<file path="config.mk">
export PLATFORM = sky130hd
export DESIGN_NAME = piso_serializer
export DESIGN_NICKNAME = d
export VERILOG_FILES = /design/src/rtl/shift_reg_pkg.sv /design/src/rtl/piso_bit_counter.sv /design/src/rtl/piso_serializer.sv
export SDC_FILE = /design/constraint.sdc
export NUM_CORES = 1
export LEC_CHECK = 0
export CAP_MARGIN = 40
export CELL_PAD_IN_SITES_DETAIL_PLACEMENT = 0
export CELL_PAD_IN_SITES_GLOBAL_PLACEMENT = 2
export CORE_AREA = 2 2 39 41
export DETAILED_ROUTE_END_ITERATION = 8
export DIE_AREA = 0 0 41 43
export DONT_BUFFER_PORTS = 1
export PLACE_DENSITY_LB_ADDON = 0.1
export SLEW_MARGIN = 0
export SYNTH_ARGS = -nofsm -noshare
export SYNTH_HDL_FRONTEND = slang
export SYNTH_HIERARCHICAL = 1
export SYNTH_SLANG_ARGS = --single-unit
</file>
<file path="constraint.sdc">
create_clock -name clk -period 3.4 [get_ports clk]
set_input_delay 0 -clock clk [delete_from_list [all_inputs] [get_ports clk]]
set_output_delay 0 -clock clk [all_outputs]
set_load 0.1 [all_outputs]
</file>
<file path="src/rtl/shift_reg_pkg.sv">
// Shared types and helpers for the shift-register family (serializer and capture blocks).
// The optional trailing parity bit is built when PISO_PARITY_EN is defined.
package shift_reg_pkg;

  localparam int unsigned DEFAULT_WIDTH = 4;

  typedef enum logic [1:0] {
    IDLE   = 2'd0,
    SHIFT  = 2'd1,
    PARITY = 2'd2
  } state_t;

  // Bit-counter width: clog2 of the word width, never less than one bit.
  function automatic int unsigned cnt_width(input int unsigned w);
    return (w <= 32'd2) ? 32'd1 : $clog2(w);
  endfunction

endpackage

</file>
<file path="src/rtl/piso_bit_counter.sv">
// Frame bit counter: clear/enable with a terminal-count flag against a last-index input.
module piso_bit_counter #(
  parameter int unsigned CW = 2
) (
  input  logic          clk,
  input  logic          reset,
  input  logic          clear,
  input  logic          enable,
  input  logic [CW-1:0] last_idx,
  output logic [CW-1:0] count,
  output logic          last
);

  always_ff @(posedge clk) begin
    if (reset || clear) begin
      count <= '0;
    end else if (enable) begin
      count <= count + CW'(1);
    end
  end

  assign last = (count == last_idx);

endmodule

</file>
<file path="src/rtl/piso_serializer.sv">
// Parallel-in serial-out transmitter with valid/ready load and back-to-back frames.
// Define PISO_PARITY_EN to append an even-parity bit after the data bits.
module piso_serializer
  import shift_reg_pkg::*;
#(
  parameter int unsigned WIDTH     = DEFAULT_WIDTH,
  parameter bit          MSB_FIRST = 1'b1
) (
  input  logic             clk,
  input  logic             reset,
  input  logic [WIDTH-1:0] parallel_in,
  input  logic             load_valid,
  output logic             load_ready,
  output logic             serial_out,
  output logic             serial_valid,
  output logic             frame_start,
  output logic             frame_done,
  output logic             busy
);

  localparam int unsigned   CW         = cnt_width(WIDTH);
  localparam logic [CW-1:0] LAST_IDX   = CW'(WIDTH - 1);
  localparam logic [CW-1:0] PENULT_IDX = CW'(WIDTH - 2);
`ifdef PISO_PARITY_EN
  localparam bit DONE_ON_DATA = 1'b0;
`else
  localparam bit DONE_ON_DATA = 1'b1;
`endif

  state_t           state;
  logic [WIDTH-1:0] shreg;
  logic [CW-1:0]    cnt;
  logic             cnt_last;
  logic             final_cycle;
  logic             accept;
  logic             cnt_clear;
  logic             cnt_en;

`ifdef PISO_PARITY_EN
  logic parity_q;
  assign final_cycle = (state == PARITY);
`else
  assign final_cycle = (state == SHIFT) && cnt_last;
`endif

  // load_ready is the only combinational output; it opens in IDLE and on the frame's last bit.
  assign load_ready = !reset && ((state == IDLE) || final_cycle);
  assign accept     = load_valid && load_ready;
  assign cnt_clear  = accept || final_cycle;
  assign cnt_en     = (state == SHIFT) && !cnt_last;

  piso_bit_counter #(
    .CW(CW)
  ) u_bit_counter (
    .clk      (clk),
    .reset    (reset),
    .clear    (cnt_clear),
    .enable   (cnt_en),
    .last_idx (LAST_IDX),
    .count    (cnt),
    .last     (cnt_last)
  );

  // FSM, shift register and registered serial outputs.
  always_ff @(posedge clk) begin
    if (reset) begin
      state        <= IDLE;
      shreg        <= '0;
      serial_out   <= 1'b0;
      serial_valid <= 1'b0;
      frame_start  <= 1'b0;
      frame_done   <= 1'b0;
      busy         <= 1'b0;
`ifdef PISO_PARITY_EN
      parity_q     <= 1'b0;
`endif
    end else begin
      frame_start <= 1'b0;
      frame_done  <= 1'b0;
      if (accept) begin
        state        <= SHIFT;
        shreg        <= parallel_in;
        serial_out   <= MSB_FIRST ? parallel_in[WIDTH-1] : parallel_in[0];
        serial_valid <= 1'b1;
        frame_start  <= 1'b1;
        busy         <= 1'b1;
`ifdef PISO_PARITY_EN
        parity_q     <= ^parallel_in;
`endif
      end else begin
        case (state)
          SHIFT: begin
            if (!cnt_last) begin
              shreg      <= MSB_FIRST ? {shreg[WIDTH-2:0], 1'b0} : {1'b0, shreg[WIDTH-1:1]};
              serial_out <= MSB_FIRST ? shreg[WIDTH-2] : shreg[1];
              frame_done <= DONE_ON_DATA && (cnt == PENULT_IDX);
            end else begin
`ifdef PISO_PARITY_EN
              state      <= PARITY;
              serial_out <= parity_q;
              frame_done <= 1'b1;
`else
              state        <= IDLE;
              serial_out   <= 1'b0;
              serial_valid <= 1'b0;
              busy         <= 1'b0;
`endif
            end
          end
          PARITY: begin
            state        <= IDLE;
            serial_out   <= 1'b0;
            serial_valid <= 1'b0;
            busy         <= 1'b0;
          end
          default: begin
            state        <= IDLE;
            serial_out   <= 1'b0;
            serial_valid <= 1'b0;
            busy         <= 1'b0;
          end
        endcase
      end
    end
  end

endmodule

</file>
==> impl_metrics.json <==
{
  "outcome": "complete, no violations",
  "cts_buffers": 3,
  "dp_hpwl_um": 529.1,
  "place_congestion": 0.6698,
  "die_w_um": 41,
  "antenna-diode-count": 0,
  "clock-root-buffer": "clkbuf_4",
  "rsz0062_at_grt": "false",
  "post-route-min-period_ps": 1978,
  "worstSkewPairLatency_ps": 250,
  "fp-row-count": 14,
  "end_kind": "flop",
  "total_power_mw": 0.2734,
  "route.detailed.drc": 0,
  "timing.fmax_mhz": 505.5,
  "cts_buffer_depth": 2,
  "fp.coreArea_mm2": 0.001384,
  "clock-sinks": 9,
  "clk_pin_slew_worst_paths_ps": 60,
  "async_flop_share_pct": 0,
  "ctsResizeCount": 0,
  "final_hold_viol_count": 0,
  "tns_ps": 0,
  "clock_skew_ps": 1.933,
  "grt_max_degree": 10,
  "finalNetCount": 64,
  "grtUsageTotal_pct": 10.90,
  "synth-main-ff-cell": "dfxtp_1",
  "htree_levels": 1,
  "maxCapViolCount": 0,
  "synth_area_per_cell_um2": 9.918,
  "postRouteAntennaNets": 0,
  "powerDensity_mw_per_mm2": 472.0,
  "ys_types": 22,
  "die_y_um": 43,
  "grt_pass1_wl_mm": 1.242,
  "drive_gt1_share_pct": 25.00,
  "ys_seq_area_share_pct": 44.31,
  "cp_data_arrival_time_ps": 2180,
  "cts_tree": "yes",
  "setup_violations": 0,
  "grt_pass1_vias": 276,
  "setup_ws_ps": 1422,
  "path_max_fanout": 4,
  "postCtsSetupBuffers": 0,
  "hold_path_class": "in2reg",
  "area_growth_pct": 42.46,
  "placed_cells": 60,
  "slew_viol_final": 0,
  "overflow": 0,
  "tightest_slew_ps": 559.2,
  "ys_warn_count": 6,
  "synth_seq_cells": 9,
  "wl_per_cell_um": 11.07,
  "post-place-ws_ps": 1968,
  "dr.pass1.iters": 2,
  "period_share_pct": 58.18,
  "cp.required_ps": 3600,
  "wirelength_um": 797,
  "port_buffers": 0,
  "num_vias": 321,
  "netlist_area_um2": 406.6,
  "die_area_mm2": 0.001763,
  "relSlewSlack_pct": 62.72,
  "synthCells": 41,
  "drtIter0Drc": 5,
  "startpoint_type": "flop",
  "p_leak_nw": 0.2456,
  "holdWs_ps": 90.33,
  "ctsHoldBuffers": 6,
  "synth-edff-count": 0,
  "instances_no_fill": 72,
  "antenna_found_initial": 0,
  "vias_per_cell": 4.458,
  "crit_type": "reg2reg",
  "start_util_pct": 29.39,
  "vdd_ir_drop_max_mv": 0.2248,
  "io_pins": 13
}
[path summary, 6_finish.rpt]
path / startpoint / endpoint / slack (ps) / cells past startpoint
hold reg to reg: shreg[2]$_SDFFE_PP0P_ / serial_out$_SDFF_PP0_ / 460 / 2
setup reg to reg: busy$_SDFFE_PP0P_ / u_bit_counter/count[1]$_SDFFE_PP0P_ / 1420 / 5
hold / removal: reset / u_bit_counter/count[0]$_SDFFE_PP0P_ / 90 / 3
setup / recovery: busy$_SDFFE_PP0P_ / u_bit_counter/count[1]$_SDFFE_PP0P_ / 1420 / 5
[sequential cells by signal, summed over array words and instances (netlist names)]
signal and flops:
shreg 3, u_bit_counter/count 2, busy 1, frame_done 1, frame_start 1, serial_out 1
[cells in the final DEF, fill, tap and decap left out]
cell type      n
a22o_1         1
nor3_1         2
nor4b_1        1
xnor2_1        1
nand3b_1       1
nand3_1        1
dfxtp_2        1
inv_2          1
xor2_1         2
nand2b_4       1
buf_8          4
nor2_2         1
a211oi_1       2
a21bo_1        1
a211oi_2       1
buf_4          1
a21oi_1        1
conb_1         2
clkbuf_4       3
nand2_1        1
mux2i_1        3
nor2_1         6
dfxtp_1        8
clkbuf_1       1
and2_2         1
dlygate4sd3_1  8
[cell type report]
cell class                 count  area (um2)
clock buffer                   4       26.28
fill                         147       804.5
inverter                       1       3.754
multi-input combinational     29       200.2
sequential                     9       181.4
tap                           16       20.02
timing repair buffer          13       147.6
[critical path, stage by stage (launching register included)]
cell	delay [ps]
dfxtp_2	350
buf_4	480
nor2_1	100
a22o_1	240
a211oi_2	190
dlygate4sd3_1	560
[synth_stat cells, drive strengths merged (2+ instances only)]
cell	n	area (um2)
a211oi	3	27.52
mux2i	3	30.03
buf	3	26.27
dfxtp	9	180.2
xor2	2	17.52
nor3	2	10.01
nor2	7	28.78
[cell families after synthesis]
| group | synth area share (%) |
|---|---|
| AND/OR/NAND/NOR | 20.92 |
| flip-flops | 44.31 |
| AO/OA/AOI/OAI | 12.61 |
| buffers and inverters | 7.382 |
| XOR/XNOR | 6.463 |
| multiplexers | 7.385 |
| other | 0.9222 |
[power by group]
part	total, mW	leakage [nW]	switching [mW]	internal, mW
Sequential	0.118	0.0742	0.00532	0.113
Combinational	0.0756	0.156	0.0495	0.0261
Clock	0.0798	0.0150	0.0348	0.0451
[routing by layer]
metal  track usage [%]  vias to the layer above  part of all wire [%]
met1             13.40                      139                    42
met4                 0                        0                     0
met5                 0                        -                     0
met2             15.00                       14                    48
li1                  -                      168                     -
met3             9.948                        0                   9.4
[per-stage QoR]
| stage | util, % | cell area (um2) |
|---|---|---|
| 2_1_floorplan | - | 410.4 |
| 3_3_place_gp | 29.84 | 412.9 |
| 3_5_place_dp | 34.18 | 473.0 |
| 4_1_cts | 40.42 | 559.3 |
| 5_1_grt | 41.86 | 579.3 |
| 6_report | 41.86 | 579.3 |
(Power assumes the default switching activity.)
